==> src/rtl/aes_round_sched_if.sv <==
// Bundle of the scheduler's bus-side handshake, datapath and status signals.
// blk_cnt exists only when AES_BLK_CNT_EN is defined.
interface aes_round_sched_if;
   logic         in_valid;
   logic         in_ready;
   logic [127:0] plaintext;
   logic [127:0] cipher_key;
   logic [3:0]   key_idx;
   logic [127:0] dp_data;
   logic         dp_last_round;
   logic [127:0] dp_encrypted;
   logic         out_valid;
   logic         out_ready;
   logic [127:0] ciphertext;
   logic         busy;
   logic [1:0]   dbg_state;
`ifdef AES_BLK_CNT_EN
   logic [15:0]  blk_cnt;

   modport slave (
      input  in_valid, plaintext, cipher_key, dp_encrypted, out_ready,
      output in_ready, key_idx, dp_data, dp_last_round, out_valid,
             ciphertext, busy, dbg_state, blk_cnt
   );
   modport master (
      output in_valid, plaintext, cipher_key, dp_encrypted, out_ready,
      input  in_ready, key_idx, dp_data, dp_last_round, out_valid,
             ciphertext, busy, dbg_state, blk_cnt
   );
`else
   modport slave (
      input  in_valid, plaintext, cipher_key, dp_encrypted, out_ready,
      output in_ready, key_idx, dp_data, dp_last_round, out_valid,
             ciphertext, busy, dbg_state
   );
   modport master (
      output in_valid, plaintext, cipher_key, dp_encrypted, out_ready,
      input  in_ready, key_idx, dp_data, dp_last_round, out_valid,
             ciphertext, busy, dbg_state
   );
`endif
endinterface

==> src/rtl/aes_round_sched.sv <==
// Iterative AES round scheduler: round-0 AddRoundKey, then NR passes through a shared
// round datapath. Optional block counter enabled by defining AES_BLK_CNT_EN.
module aes_round_sched #(
   parameter int NR        = 10,
   parameter int ROUND_LAT = 1
) (
   input logic              clk,
   input logic              n_rst,
   aes_round_sched_if.slave bus
);

   // Handshakes: a transfer happens on a rising edge where valid & ready are both 1;
   // valid never depends on ready, and an offered block must be held until taken.

   typedef enum logic [1:0] {
      IDLE = 2'd0,
      RUN  = 2'd1,
      DONE = 2'd2
   } state_t;

   localparam int              LAT_W    = (ROUND_LAT > 1) ? $clog2(ROUND_LAT) : 1;
   localparam logic [LAT_W-1:0] LAT_LAST = LAT_W'(ROUND_LAT - 1);
   localparam logic [3:0]       RND_LAST = 4'(NR);

   state_t             state, state_nxt;
   logic [127:0]       state_reg, state_reg_nxt;
   logic [127:0]       ct_reg, ct_nxt;
   logic [3:0]         rnd, rnd_nxt;
   logic [LAT_W-1:0]   lat_cnt, lat_nxt;
   logic               accept;

   always_comb begin
      state_nxt     = state;
      state_reg_nxt = state_reg;
      ct_nxt        = ct_reg;
      rnd_nxt       = rnd;
      lat_nxt       = lat_cnt;
      accept        = 1'b0;
      case (state)
         IDLE: begin
            if (bus.in_valid) accept = 1'b1;
         end
         RUN: begin
            // Datapath result is only trusted on the last cycle of each round.
            if (lat_cnt == LAT_LAST) begin
               state_reg_nxt = bus.dp_encrypted;
               lat_nxt       = '0;
               if (rnd == RND_LAST) begin
                  ct_nxt    = bus.dp_encrypted;
                  state_nxt = DONE;
               end else begin
                  rnd_nxt = rnd + 4'd1;
               end
            end else begin
               lat_nxt = lat_cnt + 1'b1;
            end
         end
         DONE: begin
            if (bus.out_ready) begin
               if (bus.in_valid) accept = 1'b1;
               else              state_nxt = IDLE;
            end
         end
         default: state_nxt = IDLE;
      endcase
      if (accept) begin
         state_reg_nxt = bus.plaintext ^ bus.cipher_key;
         rnd_nxt       = 4'd1;
         lat_nxt       = '0;
         state_nxt     = RUN;
      end
   end

   always_ff @(posedge clk) begin
      if (n_rst) begin
         state     <= IDLE;
         state_reg <= '0;
         ct_reg    <= '0;
         rnd       <= '0;
         lat_cnt   <= '0;
      end else begin
         state     <= state_nxt;
         state_reg <= state_reg_nxt;
         ct_reg    <= ct_nxt;
         rnd       <= rnd_nxt;
         lat_cnt   <= lat_nxt;
      end
   end

   assign bus.in_ready      = (state == IDLE) || ((state == DONE) && bus.out_ready);
   assign bus.dp_data       = state_reg;
   assign bus.key_idx       = (state == RUN) ? rnd : 4'd0;
   assign bus.dp_last_round = (state == RUN) && (rnd == RND_LAST);
   assign bus.out_valid     = (state == DONE);
   assign bus.ciphertext    = ct_reg;
   assign bus.busy          = (state != IDLE);
   assign bus.dbg_state     = state;

`ifdef AES_BLK_CNT_EN
   logic [15:0] blk_cnt_q;

   always_ff @(posedge clk) begin
      if (n_rst)                                  blk_cnt_q <= '0;
      else if ((state == DONE) && bus.out_ready)  blk_cnt_q <= blk_cnt_q + 16'd1;
   end

   assign bus.blk_cnt = blk_cnt_q;
`endif

endmodule

==> src/flat_wrapper.sv <==
// flat-port wrapper written by rule: the top's interface ports become plain ports
module aes_round_sched_flat 
#(
   parameter int NR        = 10,
   parameter int ROUND_LAT = 1
)
  (clk, n_rst, bus_in_valid, bus_plaintext, bus_cipher_key, bus_dp_encrypted, bus_out_ready, bus_in_ready, bus_key_idx, bus_dp_data, bus_dp_last_round, bus_out_valid, bus_ciphertext, bus_busy, bus_dbg_state);
  aes_round_sched_if bus_i ();
  input logic clk;
  input logic n_rst;
  input wire logic [$bits(bus_i.in_valid)-1:0] bus_in_valid;
  input wire logic [$bits(bus_i.plaintext)-1:0] bus_plaintext;
  input wire logic [$bits(bus_i.cipher_key)-1:0] bus_cipher_key;
  input wire logic [$bits(bus_i.dp_encrypted)-1:0] bus_dp_encrypted;
  input wire logic [$bits(bus_i.out_ready)-1:0] bus_out_ready;
  output wire logic [$bits(bus_i.in_ready)-1:0] bus_in_ready;
  output wire logic [$bits(bus_i.key_idx)-1:0] bus_key_idx;
  output wire logic [$bits(bus_i.dp_data)-1:0] bus_dp_data;
  output wire logic [$bits(bus_i.dp_last_round)-1:0] bus_dp_last_round;
  output wire logic [$bits(bus_i.out_valid)-1:0] bus_out_valid;
  output wire logic [$bits(bus_i.ciphertext)-1:0] bus_ciphertext;
  output wire logic [$bits(bus_i.busy)-1:0] bus_busy;
  output wire logic [$bits(bus_i.dbg_state)-1:0] bus_dbg_state;
  assign bus_i.in_valid = bus_in_valid;
  assign bus_i.plaintext = bus_plaintext;
  assign bus_i.cipher_key = bus_cipher_key;
  assign bus_i.dp_encrypted = bus_dp_encrypted;
  assign bus_i.out_ready = bus_out_ready;
  assign bus_in_ready = bus_i.in_ready;
  assign bus_key_idx = bus_i.key_idx;
  assign bus_dp_data = bus_i.dp_data;
  assign bus_dp_last_round = bus_i.dp_last_round;
  assign bus_out_valid = bus_i.out_valid;
  assign bus_ciphertext = bus_i.ciphertext;
  assign bus_busy = bus_i.busy;
  assign bus_dbg_state = bus_i.dbg_state;
  aes_round_sched #(.NR(NR), .ROUND_LAT(ROUND_LAT)) u_core (.clk(clk), .n_rst(n_rst), .bus(bus_i));
endmodule
==> config.mk <==
export PLATFORM = sky130hd
export DESIGN_NAME = aes_round_sched_flat
export DESIGN_NICKNAME = d
export VERILOG_FILES = /design/src/rtl/aes_round_sched_if.sv /design/src/rtl/aes_round_sched.sv /design/src/flat_wrapper.sv
export SDC_FILE = /design/constraint.sdc
export NUM_CORES = 1
export LEC_CHECK = 0
export BUFFER_PORTS_ARGS = -buffer_cell sky130_fd_sc_hd__buf_2
export CAP_MARGIN = 20
export CORE_AREA = 4 4 252 254
export DETAILED_ROUTE_END_ITERATION = 16
export DIE_AREA = 0 0 256 258
export HOLD_SLACK_MARGIN = 0.12
export MAX_ROUTING_LAYER = met4
export PLACE_DENSITY = 0.49
export SLEW_MARGIN = 20
export SYNTH_ARGS = -nofsm -noshare
export SYNTH_HDL_FRONTEND = slang
export SYNTH_SLANG_ARGS = --single-unit
==> constraint.sdc <==
create_clock -name clk -period 1.6 [get_ports clk]
set_input_delay 0.24 -clock clk [delete_from_list [all_inputs] [get_ports clk]]
set_output_delay 0.24 -clock clk [all_outputs]
set_load 0.02 [all_outputs]
==> impl_metrics.ini <==
[placement]
portBuffers = 653
place_congestion = 0.936
placed_cells = 2727
place_hpwl_um = 41200

[outcome]
status = complete, but fails checks
violations = negative setup slack

[logic_synthesis]
yosysTopAreaCell = dfxtp_1
syn_nets = 1750
synth_xor_xnor_area_share_pct = 9.39
ys_seq_area_share_pct = 43.6
synthAdderAreaFrac_pct = 0.208
netlist_top_cells_area = dfxtp_1 (44%), a21oi_1 (7.3%), xnor2_1 (6.1%)
synthCells = 1360
synth-seq-cells = 262
synth_area_um2 = 12000
syn_avg_cell_area_um2 = 8.84
synth-compound-area-share_pct = 30.6
synth_top_family_by_area = compound AO/OA/AOI/OAI gates
synth-edff-count = 0
muxShareOfSynthArea_pct = 0
ys.flop_type = dfxtp_1
async_flop_share_pct = 0
synth_top_area_share_pct = 43.6
ys_warn_count = 0
yosys.area_share.simple_pct = 9.20
yosysUniqueCellTypes = 35

[layout]
nets = 2810
area_delta_synth_final_pct = 101
fin_cells = 3233
fillCellCount = 5954
multi_input_area_um2 = 6970
drive_above_1_share_pct = 44.0
regArea_um2 = 5260

[routing]
drt_wl_total_um = 72600
routed_via_density = 4.94
drt_first_pass_iters = 8
wire_per_inst_um = 22.5
drc_errors = 0
initialDrtViolationCount = 1179
drtAntennaViolNets = 0
vias = 16000

[critical_path]
crit_path_end_kind = output port
crit_arrival_ns = 1.61
critPathMaxStageDelay_ns = 0.36
cp-start-kind = register
path_max_fanout = 4
slowest_stage = dfxtp_4
rr_worst_depth = 9
criticalPathCategory = register to output port
cpMostUsedCell = buf_6
crit_chain = buf_6, nor2b_4, buf_12, nand2_4, inv_6, buf_6
cp.required_ns = 1.36

[die]
dieArea_um2 = 66000
io_pins = 654
die_y_um = 258
fp-row-count = 91
start_util_pct = 19.6
fp.dieW_um = 256
core-area_um2 = 61300

[clock_tree]
htreeDepth = 1
numCtsBuffers = 31
cts_tree = built
clock_latency_ns = 0.59
clk_path_buf_depth = 3
cts_root_buffer = clkbuf_16
cts_sinks = 262
clk_pin_slew_worst_paths_ns = 0.06

[min_path]
worstHoldPathCells = 4
hp-class = input pin to register

[sta]
slew_viol_final = 0
rsz0062_at_grt = yes
hold_viol_final = 0
whs_ns = 0.145
max_slew_margin_pct = 64.4
finClkSkew_ns = 0.0231
fmax_mhz = 542
setup_viol = 179
setup-tns-final_ns = -13.35
finalCritPeriodShare_pct = 115
worst_slew_pin_slew_ns = 0.534
fin_ws_ns = -0.246
fin_crit_ns = 1.85

[job]
cap_violations = 0

[global_routing]
overflow = 0
grt_pass1_vias = 15500
grt_max_degree = 66
antenna_found_initial = 1
grt_usage_pct = 17.4
grt_pass1_wl_um = 90400

[power]
p_leak_uw = 0.0102
p_per_area_nw_per_um2 = 811
vdd_drop_max_uv = 842
==> area by class of cell <==
| cell class | instances | share of cell area [%] |
|---|---|---|
| repair buffers | 1190 | 41.3 |
| flip-flops and latches | 262 | 21.7 |
| multi-input cells | 932 | 28.8 |
| diodes | 1 | 0.0104 |
| clock inverters | 9 | 0.316 |
| inverters | 3 | 0.0673 |
| clock buffers | 46 | 3.61 |
| well taps | 790 | 4.09 |
==> layout by cell type, fill, tap and decap left out, types with 5 or more instances in the layout <==
master         count
a21oi_1          168
a21oi_2            7
a221oi_2          84
a22oi_1           37
a22oi_2           47
a32oi_1           25
a32oi_2           18
buf_12            52
buf_16            10
buf_2            642
buf_4             45
buf_6             38
buf_8             21
clkbuf_1          11
clkbuf_16         68
clkbuf_8           5
clkinv_2           6
dfxtp_1          258
dlygate4sd3_1    344
nand2_1           86
nand3_1          128
o211ai_1          44
o21ai_0          120
o21ai_1            9
xnor2_1           84
xor2_1            45
==> registers in the layout (all words and copies together), names as in the netlist <==
| signal | flops |
|---|---|
| u_core.bus.dbg_state | 2 |
| u_core.rnd | 4 |
| u_core.bus.ciphertext | 128 |
| u_core.bus.dp_data | 128 |
==> cells by family (layout without fill, tap and decap cells) <==
family | after synthesis | in the layout
AOI/OAI and AO/OA | 564 | 564
xor gates and xnor gates | 129 | 129
adders and majority gates | 2 | 2
buffers and inverters | 166 | 1248
DFF | 262 | 262
other | 0 | 1
and+or+nand+nor | 237 | 237
==> metal layers <==
| metal | part of all wire (%) | vias up | GRT usage, % |
|---|---|---|---|
| li1 | - | 7213 | - |
| met4 | 4.2 | 0 | 6.34 |
| met3 | 8.4 | 170 | 4.64 |
| met1 | 38 | 7726 | 19.6 |
| met2 | 49 | 874 | 29.8 |
| met5 | 0 | - | - |
==> power by group <==
| part | leakage [µW] | switching [µW] | internal (µW) |
|---|---|---|---|
| logic | 0.00756 | 2780 | 2880 |
| clock network | 0.000466 | 2970 | 3890 |
| registers | 0.00214 | 216 | 6860 |
| total | 0.0102 | 5970 | 13600 |
==> cell usage after synthesis (17+ instances only) <==
cell type and number:
a21oi_1 175, a221oi_1 77, a22oi_1 84, a32oi_1 44
buf_2 56, buf_4 17, clkbuf_1 72, dfxtp_1 262
nand2_1 87, nand3_1 129, o211ai_1 44, o21ai_0 129
xnor2_1 84, xor2_1 45
==> path summary, 6_finish.rpt <==
path | from | end | slack [ns]
setup / recovery | u_core.bus.dbg_state[1] | bus_dp_last_round | -0.25
hold / removal | bus_plaintext[116] | u_core.bus.dp_data[116] | 0.15
setup reg to reg | u_core.bus.dbg_state[0] | u_core.bus.dp_data[62] | -0.23
hold reg to reg | u_core.bus.ciphertext[88] | u_core.bus.ciphertext[88] | 0.47
==> metrics by stage <==
step,setup WS [ns],total power (µW),util (%),area [µm²]
2_1_floorplan,-0.00351,8970,-,12000
3_3_place_gp,0.0185,10600,27.2,16700
3_5_place_dp,-0.00416,10600,27.2,16700
4_1_cts,-0.263,18500,34.9,21400
5_1_grt,-0.285,20400,39.5,24200
6_report,-0.246,19600,39.5,24200
==> timing repair <==
item / in CTS / in global routing
pin swaps: 32 / 115
cloned: 0 / 51
hold buffers: 344 / 0
resized for setup: 57 / 256
endpoints found under the setup margin: 10 / 170
endpoints found under the hold margin: 257 / 0
buffers inserted: 17 / 45
==> critical path: cells and delay by family (launching register included) <==
family,cells,cell delay [ns]
buffers and inverters,4,0.45
flip-flops,1,0.36
AND/OR/NAND/NOR,2,0.19
Power figures use the tool's default switching activity.
